<file path="src/rtl/attn_ctrl_pkg.sv">
// Shared types, defaults and helpers for the attention pipeline flow controller.
package attn_ctrl_pkg;

    typedef enum logic [1:0] {
        IDLE   = 2'd0,
        ACTIVE = 2'd1,
        FLUSH  = 2'd2
    } state_t;

    localparam int DEF_PIPE_LAT   = 3;
    localparam int DEF_OBUF_DEPTH = 4;
    localparam int DEF_ID_WIDTH   = 4;

    function automatic int clog2(input int v);
        int r;
        r = 0;
        for (int i = 0; i < 31; i++) begin
            if ((1 << i) < v) r = i + 1;
        end
        return r;
    endfunction

endpackage

</file>
<file path="src/rtl/attn_tag_fifo.sv">
// Tag store for results parked in the external result buffer: tag memory,
// read/write pointers and occupancy. Pointers double as the buffer addresses.
module attn_tag_fifo
    import attn_ctrl_pkg::*;
#(
    parameter int OBUF_DEPTH = DEF_OBUF_DEPTH,
    parameter int ID_WIDTH   = DEF_ID_WIDTH
) (
    input  logic                         clk,
    input  logic                         rst_n,
    input  logic                         i_clr,
    input  logic                         i_wr_en,
    input  logic [ID_WIDTH-1:0]          i_wr_id,
    input  logic                         i_pop,
    output logic [clog2(OBUF_DEPTH)-1:0] o_wr_addr,
    output logic [clog2(OBUF_DEPTH)-1:0] o_rd_addr,
    output logic [ID_WIDTH-1:0]          o_rd_id,
    output logic                         o_not_empty
);
    localparam int            AW      = clog2(OBUF_DEPTH);
    localparam logic [AW:0]   DEPTH_C = (AW+1)'(OBUF_DEPTH);

    logic [OBUF_DEPTH-1:0][ID_WIDTH-1:0] r_tag_mem;
    logic [AW-1:0]                       r_wr_ptr;
    logic [AW-1:0]                       r_rd_ptr;
    logic [AW:0]                         r_buf_cnt;

    assign o_wr_addr   = r_wr_ptr;
    assign o_rd_addr   = r_rd_ptr;
    assign o_rd_id     = r_tag_mem[r_rd_ptr];
    assign o_not_empty = (r_buf_cnt != '0);

    // Tag memory is cleared only by reset so out_id reads zero afterwards.
    always_ff @(posedge clk) begin
        if (!rst_n) begin
            r_tag_mem <= '0;
            r_wr_ptr  <= '0;
            r_rd_ptr  <= '0;
            r_buf_cnt <= '0;
        end else if (i_clr) begin
            r_wr_ptr  <= '0;
            r_rd_ptr  <= '0;
            r_buf_cnt <= '0;
        end else begin
            if (i_wr_en) begin
                r_tag_mem[r_wr_ptr] <= i_wr_id;
                r_wr_ptr            <= r_wr_ptr + 1'b1;
            end
            if (i_pop) r_rd_ptr <= r_rd_ptr + 1'b1;
            case ({i_wr_en, i_pop})
                2'b10:   r_buf_cnt <= r_buf_cnt + 1'b1;
                2'b01:   r_buf_cnt <= r_buf_cnt - 1'b1;
                default: r_buf_cnt <= r_buf_cnt;
            endcase
        end
    end

    // Credits guarantee a free slot for every write leaving the pipeline.
    always_ff @(posedge clk) begin
        if (rst_n && !i_clr && i_wr_en) assert (r_buf_cnt < DEPTH_C);
    end

endmodule

</file>
<file path="src/rtl/attn_pipe_ctrl.sv">
// Flow controller for the fixed-latency QK -> softmax -> SV pipeline: launch
// pulses, valid/ID tracking, result buffer addressing and credits.
// Optional ATTN_CTRL_PERF_EN adds saturating launch/backpressure/stall counters.
module attn_pipe_ctrl
    import attn_ctrl_pkg::*;
#(
    parameter int PIPE_LAT   = DEF_PIPE_LAT,
    parameter int OBUF_DEPTH = DEF_OBUF_DEPTH,
    parameter int ID_WIDTH   = DEF_ID_WIDTH
) (
    input  logic                         clk,
    input  logic                         rst_n,
    input  logic                         in_valid,
    output logic                         in_ready,
    input  logic [ID_WIDTH-1:0]          in_id,
    output logic                         launch,
    input  logic                         flush,
    output logic                         obuf_wr_en,
    output logic [clog2(OBUF_DEPTH)-1:0] obuf_wr_addr,
    output logic [clog2(OBUF_DEPTH)-1:0] obuf_rd_addr,
    output logic                         out_valid,
    input  logic                         out_ready,
    output logic [ID_WIDTH-1:0]          out_id,
    output logic                         busy,
    output logic [clog2(OBUF_DEPTH):0]   occ_cnt
`ifdef ATTN_CTRL_PERF_EN
    ,
    output logic [31:0]                  perf_launch_cnt,
    output logic [31:0]                  perf_bp_cnt,
    output logic [31:0]                  perf_stall_cnt
`endif
);
    localparam int          AW      = clog2(OBUF_DEPTH);
    localparam logic [AW:0] DEPTH_C = (AW+1)'(OBUF_DEPTH);
    localparam logic [AW:0] ONE_C   = (AW+1)'(1);

    state_t                            r_state;
    state_t                            w_state;
    state_t                            w_state_nxt;
    logic [PIPE_LAT-1:0]               r_vld_pipe;
    logic [PIPE_LAT-1:0][ID_WIDTH-1:0] r_id_pipe;
    logic [AW:0]                       r_occ_cnt;
    logic                              w_pop;

    assign in_ready   = (r_occ_cnt < DEPTH_C) & ~flush;
    assign launch     = in_valid & in_ready;
    assign obuf_wr_en = r_vld_pipe[PIPE_LAT-1] & ~flush;
    assign w_pop      = out_valid & out_ready & ~flush;
    assign occ_cnt    = r_occ_cnt;
    assign busy       = (w_state != IDLE);

    // Pipeline never stalls: the tracker shifts every cycle.
    always_ff @(posedge clk) begin
        if (!rst_n || flush) begin
            r_vld_pipe <= '0;
            r_id_pipe  <= '0;
        end else begin
            r_vld_pipe[0] <= launch;
            r_id_pipe[0]  <= in_id;
            for (int i = 1; i < PIPE_LAT; i++) begin
                r_vld_pipe[i] <= r_vld_pipe[i-1];
                r_id_pipe[i]  <= r_id_pipe[i-1];
            end
        end
    end

    always_ff @(posedge clk) begin
        if (!rst_n || flush) begin
            r_occ_cnt <= '0;
        end else begin
            case ({launch, w_pop})
                2'b10:   r_occ_cnt <= r_occ_cnt + ONE_C;
                2'b01:   r_occ_cnt <= r_occ_cnt - ONE_C;
                default: r_occ_cnt <= r_occ_cnt;
            endcase
        end
    end

    always_ff @(posedge clk) begin
        if (!rst_n) r_state <= IDLE;
        else        r_state <= w_state_nxt;
    end

    // FLUSH is the state seen during the flush cycle itself; it always exits to IDLE.
    always_comb begin
        w_state     = flush ? FLUSH : r_state;
        w_state_nxt = w_state;
        case (w_state)
            IDLE:    if (launch) w_state_nxt = ACTIVE;
            ACTIVE:  if ((r_occ_cnt == '0) || ((r_occ_cnt == ONE_C) && w_pop && !launch))
                         w_state_nxt = IDLE;
            FLUSH:   w_state_nxt = IDLE;
            default: w_state_nxt = IDLE;
        endcase
    end

    attn_tag_fifo #(
        .OBUF_DEPTH (OBUF_DEPTH),
        .ID_WIDTH   (ID_WIDTH)
    ) u_tag_fifo (
        .clk         (clk),
        .rst_n       (rst_n),
        .i_clr       (flush),
        .i_wr_en     (obuf_wr_en),
        .i_wr_id     (r_id_pipe[PIPE_LAT-1]),
        .i_pop       (w_pop),
        .o_wr_addr   (obuf_wr_addr),
        .o_rd_addr   (obuf_rd_addr),
        .o_rd_id     (out_id),
        .o_not_empty (out_valid)
    );

`ifdef ATTN_CTRL_PERF_EN
    logic [31:0] r_perf_launch;
    logic [31:0] r_perf_bp;
    logic [31:0] r_perf_stall;

    assign perf_launch_cnt = r_perf_launch;
    assign perf_bp_cnt     = r_perf_bp;
    assign perf_stall_cnt  = r_perf_stall;

    // Counters survive flush; only reset clears them. They stick at all-ones.
    always_ff @(posedge clk) begin
        if (!rst_n) begin
            r_perf_launch <= '0;
            r_perf_bp     <= '0;
            r_perf_stall  <= '0;
        end else begin
            if (launch && (r_perf_launch != '1))
                r_perf_launch <= r_perf_launch + 32'd1;
            if (in_valid && !in_ready && (r_perf_bp != '1))
                r_perf_bp <= r_perf_bp + 32'd1;
            if (out_valid && !out_ready && (r_perf_stall != '1))
                r_perf_stall <= r_perf_stall + 32'd1;
        end
    end
`endif

endmodule

</file>
<file path="config.mk">
export PLATFORM = sky130hd
export DESIGN_NAME = attn_pipe_ctrl
export DESIGN_NICKNAME = d
export VERILOG_FILES = /design/src/rtl/attn_ctrl_pkg.sv /design/src/rtl/attn_tag_fifo.sv /design/src/rtl/attn_pipe_ctrl.sv
export SDC_FILE = /design/constraint.sdc
export NUM_CORES = 1
export LEC_CHECK = 0
export ABC_AREA = 1
export CORE_MARGIN = 2
export CORE_UTILIZATION = 53
export CTS_CLUSTER_SIZE = 10
export DETAILED_ROUTE_END_ITERATION = 7
export GPL_TIMING_DRIVEN = 0
export PLACE_DENSITY = 0.88
export SYNTH_ARGS = -nofsm -noshare
export SYNTH_HDL_FRONTEND = slang
export SYNTH_SLANG_ARGS = --single-unit
</file>
<file path="constraint.sdc">
create_clock -name clk -period 2.2 [get_ports clk]
set_input_delay 0.55 -clock clk [delete_from_list [all_inputs] [get_ports clk]]
set_output_delay 0.55 -clock clk [all_outputs]
set_load 0.02 [all_outputs]
</file>
### Word-level counts from Yosys, hierarchy flattened

Index checks and enable logic that the tools add are counted.

| word-level totals | value |
|---|---|
| output and inout bits | 16 |
| register bits | 43 |
| word-level logic and storage cells | 62 |

| cells by class | value |
|---|---|
| equal/unequal tests | 6 |
| order comparisons | 4 |
| reductions and logical operators | 15 |
| bitwise gates (word level) | 7 |
| mux-type cells | 11 |
| $add $sub $neg | 6 |

Operators by type and width:

| cell | number |
|---|---|
| $bwmux W16 | 1 |
| $pmux W3 S2 | 2 |
| $bmux W4 S2 | 1 |
| $demux W4 S2 | 1 |
| $mux W4 | 2 |
| $add A3 B1 Y3 const B | 2 |
| $eq A2 B1 Y1 const B | 3 |
| $lt A2 B3 Y1 const B | 2 |
| $mux W2 | 3 |
| $reduce_bool A2 Y1 | 3 |
| $sub A3 B1 Y3 const B | 2 |
| $and A1 B1 Y1 | 5 |
| $add A2 B1 Y2 const B | 2 |
| $eq A2 B2 Y1 const B | 2 |
| $pmux W2 S2 | 1 |
| $eq A3 B1 Y1 const B | 1 |
| $logic_and A1 B1 Y1 | 3 |
| $logic_not A3 Y1 | 1 |
| $lt A3 B3 Y1 const B | 1 |
| $reduce_bool A3 Y1 | 1 |
| $ge A2 B1 Y1 const B | 1 |
| $logic_not A1 Y1 | 2 |
| $logic_not A2 Y1 | 1 |
| $logic_or A1 B1 Y1 | 2 |
| other kinds (3) | 4 |

### Longest topological paths before layout

| depth | value |
|---|---|
| depth in word-level cells | 8 |
| mapped depth | 13 |

### By module

From an unflattened synthesis, not the netlist that was laid out.

| second synthesis, totals | value |
|---|---|
| cell total of the unflattened synthesis | 249 |
| area total of the unflattened synthesis | 1831.8 um^2 |

Modules (own cells, without submodules):

| module | times used | cells an instance | area each (um^2) |
|---|---|---|---|
| attn_tag_fifo | 1 | 147 | 1048.5 |
| attn_pipe_ctrl | 1 | 102 | 783.3 |

### Worst setup path before layout

No wires, ideal clock.

| timing path | value |
|---|---|
| path kind | input port to flip-flop |
| start point | input port flush |
| end point | register u_tag_fifo.r_buf_cnt[2] |
| cell stages on the path | 12 |
| data required time | 2.087 ns |
| arrival time | 1.793 ns |
| path buffers | 0 |
| setup slack | 0.294 ns |
| path through | inv_1 nand2_1 a21oi_1 ha_1 inv_1 fa_1 inv_1 nand2_1 nand3_1 nand2_1 nand2_1 nor2_1 |

| on the way | value |
|---|---|
| word-level cells in the longest chain between the ends | 4 |
| elaborated cells between the ends (all ways) | 8 |
| classes of those cells | eq/ne: 2; mux: 1; bitwise: 3; reduce/logical: 2 |

Ends and longest elaborated chain:

| what | line | source |
|---|---|---|
| start, declared | attn_pipe_ctrl.sv:17 | `input logic flush,` |
| $not A1 Y1 (no source line) | - |  |
| $and A1 B1 Y1 (on tied branches) | attn_pipe_ctrl.sv:48, attn_pipe_ctrl.sv:47 |  |
| $eq A2 B1 Y1 or $eq A2 B2 Y1 (tied branches) | attn_tag_fifo.sv:50 | `case ({i_wr_en, i_pop})` |
| $pmux W3 S2 or $reduce_bool A2 Y1 (tied branches) | - |  |
| end signal, assigned | attn_tag_fifo.sv:51 | `2'b10: r_buf_cnt <= r_buf_cnt + 1'b1;` |
| end signal, assigned | attn_tag_fifo.sv:52 | `2'b01: r_buf_cnt <= r_buf_cnt - 1'b1;` |
| end signal, assigned | attn_tag_fifo.sv:53 | `default: r_buf_cnt <= r_buf_cnt;` |
| end, declared | attn_tag_fifo.sv:26 | `logic [AW:0] r_buf_cnt;` |

Parallel ways exist; a longest one is shown, timed or not.
A chain may end at the register's enable or synchronous reset.

### Final worst setup path

| timing path | value |
|---|---|
| start point | input port in_valid |
| end point | output port launch |

| on the way | value |
|---|---|
| word-level cells in the longest chain between the ends | 1 |

Ends and longest elaborated chain:

| what | line | source |
|---|---|---|
| start, declared | attn_pipe_ctrl.sv:13 | `input logic in_valid,` |
| $and A1 B1 Y1 | attn_pipe_ctrl.sv:46 | `assign launch = in_valid & in_ready;` |
| end, declared | attn_pipe_ctrl.sv:16 | `output logic launch,` |

Every way passes these cells.

==> impl_metrics.tcl <==
set metrics [dict create \
    status "completed" \
    io_pins 25 \
    ys_types 22 \
    worstSetupPathType "in -> out" \
    worstPathRequired_ns 1.65 \
    avgSynthCellArea_sq_um 7.61 \
    final_nets 293 \
    hold_slack_ns 0.419 \
    grt_max_degree 15 \
    skew_ns 0.00532 \
    routabilityCongestion 0.863 \
    cts_tree "yes" \
    critPathCaptureType "output pin" \
    cts.sinks 43 \
    synthesis.nets 262 \
    vdd_ir_drop_max_mv 0.529 \
    antenna_cells 0 \
    drc 0 \
    grt_pass1_vias 1517 \
    slowest_stage "clkdlybuf4s50_1" \
    synth_warnings 0 \
    final_area_sq_mm 0.00224 \
    cap_violations 0 \
    finalPower_mw 1.47 \
    grt_pass1_wl_um 6240 \
    cts-root-buf "clkbuf_4" \
    period_needed_ns 2.11 \
    hpwl_um 2640 \
    setup_tns_ns 0 \
    hp-class "reg -> reg" \
    worstPathArrival_ns 1.56 \
    fin_cells 320 \
    clkLatencyLatePin_ns 0.34 \
    netlist_instances 242 \
    clk_pin_slew_worst_paths_ns 0.13 \
    max_stage_delay_ns 0.48 \
    cts_max_level 2 \
    setup_violations 0 \
    wl_per_cell_um 11.3 \
    start_kind "input port" \
    cts_setup_buffers 0 \
    final_hold_viol_count 0 \
    cts_max_path_buffers 2 \
    io_buffers 24 \
    first_iter_violations 114 \
    leakage_nw 0.914 \
    placed_area_sq_mm 0.00214 \
    antenna_found_initial 0 \
    totalWireLength_um 3610 \
    final_core_util_pct 67.1 \
    fmax_mhz 474 \
    slew_viol_final 0 \
    dp_cells 312 \
    grt-ovfl-total 0 \
    path_cells "clkdlybuf4s50_1 > nand2_1 > inv_1 > dlygate4sd2_1" \
    die_w_um 63.0 \
    core_area_sq_mm 0.00334 \
    rsz0062_at_grt "yes" \
    die_y_um 63.0 \
    core.rowCount 21 \
    powerDensity_mw_per_mm2 655 \
    synthToLayoutAreaGrowth_pct 21.6 \
    die_area_sq_mm 0.00396 \
    critPathMaxFanout 4 \
    cts_hold_buf 0 \
    syn_area_sq_mm 0.00184 \
    drt_pass1_iterations 4 \
    vias 1603 \
    initial_core_util_pct 55.2 \
    fin_ws_ns 0.0883 \
    synth-seq-cells 43 \
    drive_above_1_share_pct 8.76 \
    min_period_over_period_pct 96.0 \
    numCtsBuffers 5 \
    postRouteAntennaNets 0 \
    dp_slack_ns -0.652 \
    yosysSeqAreaShare_pct 46.7 \
    vias_per_cell 5.01 \
    track_usage_pct 19.7 \
]
## what timing repair did
item                       CTS  global route
gates resized for setup     11             8
setup endpoints to repair   10             6
hold endpoints to repair     0             0
## final cells by class
class                      instances  area (sq um)
multi-input combinational        158           815
timing repair buffer              24           230
clock inverter                     3          67.6
buffer                             5          35.0
sequential                        43           861
clock buffer                       5          37.5
inverter                          36           136
fill                             307          1100
tap                               46          57.6
## flip-flops by register name (all words and copies together), names as in the netlist
register / cells
occ_cnt: 3
r_id_pipe: 12
r_state: 2
r_vld_pipe: 3
u_tag_fifo.o_rd_addr: 2
u_tag_fifo.o_wr_addr: 2
u_tag_fifo.r_buf_cnt: 3
u_tag_fifo.r_tag_mem: 16
## layer usage
layer,vias to the layer above,wire [um],GRT usage [%]
li1,821,-,-
met1,734,1580,23.2
met2,44,1810,33.5
met3,4,186,4.50
met4,0,36,9.72
met5,-,0,0
## logic make-up after synthesis
kind of cell	after synthesis	synth area share [%]
buf+inv	41	9.24
simple gates	102	23.3
other cells	1	0.204
compound gates	42	11.7
flops	43	46.7
fa+ha+maj	11	7.88
xor+xnor	2	0.951
## final timing paths
check / from / endpoint / slack, ns / cells past startpoint
max: in_valid / launch / 0.09 / 4
min: r_id_pipe[2] / r_id_pipe[6] / 0.42 / 2
max reg2reg: u_tag_fifo.r_buf_cnt[1] / u_tag_fifo.r_buf_cnt[2] / 0.41 / 11
min reg2reg: r_id_pipe[2] / r_id_pipe[6] / 0.42 / 2
## cell usage in the layout (no fill, tap or decap)
master,Yosys,routed
nor2_2,1,1
nor2_4,2,2
fa_1,1,1
inv_1,33,33
bufinv_16,0,2
buf_6,1,1
inv_2,2,2
clkbuf_1,1,1
a21oi_1,25,24
dlymetal6s2s_1,0,1
nand2_1,41,41
dfxtp_1,43,43
nor3_1,1,1
o22ai_1,4,4
clkbuf_4,0,5
clkdlybuf4s15_1,0,2
nand2_2,2,2
ha_1,10,10
buf_4,2,2
buf_2,1,1
clkinv_2,0,1
xor2_1,2,2
clkdlybuf4s50_1,0,15
dlygate4sd2_1,0,3
conb_1,1,1
a21oi_2,0,1
clkinvlp_4,0,1
clkdlybuf4s15_2,0,1
clkbuf_2,0,2
nor2_1,37,37
o21ai_0,13,13
nand3_1,18,18
## cells in the mapped netlist (all sizes together)
master	count	area share (%)
o22ai	4	1.4
clkinv	1	0.20
nor2	40	9.1
fa	1	1.1
inv	35	7.1
conb	1	0.20
buf	4	1.7
nand2	43	9.0
dfxtp	43	47
a21oi	25	6.8
nand3	18	4.9
xor2	2	0.95
o21ai	13	3.5
ha	10	6.8
clkbuf	1	0.20
nor3	1	0.27
## worst max-delay path, delay by kind of cell
family        cells  cell delay, ns
simple gates      1            0.13
buf+inv           3            0.88
## where the power goes
part	total, mW	internal (mW)	switching [mW]
registers	0.791	0.787	0.00405
logic	0.0726	0.0306	0.0420
clock network	0.604	0.353	0.251
Note: power is estimated with default switching activity, not from simulation.
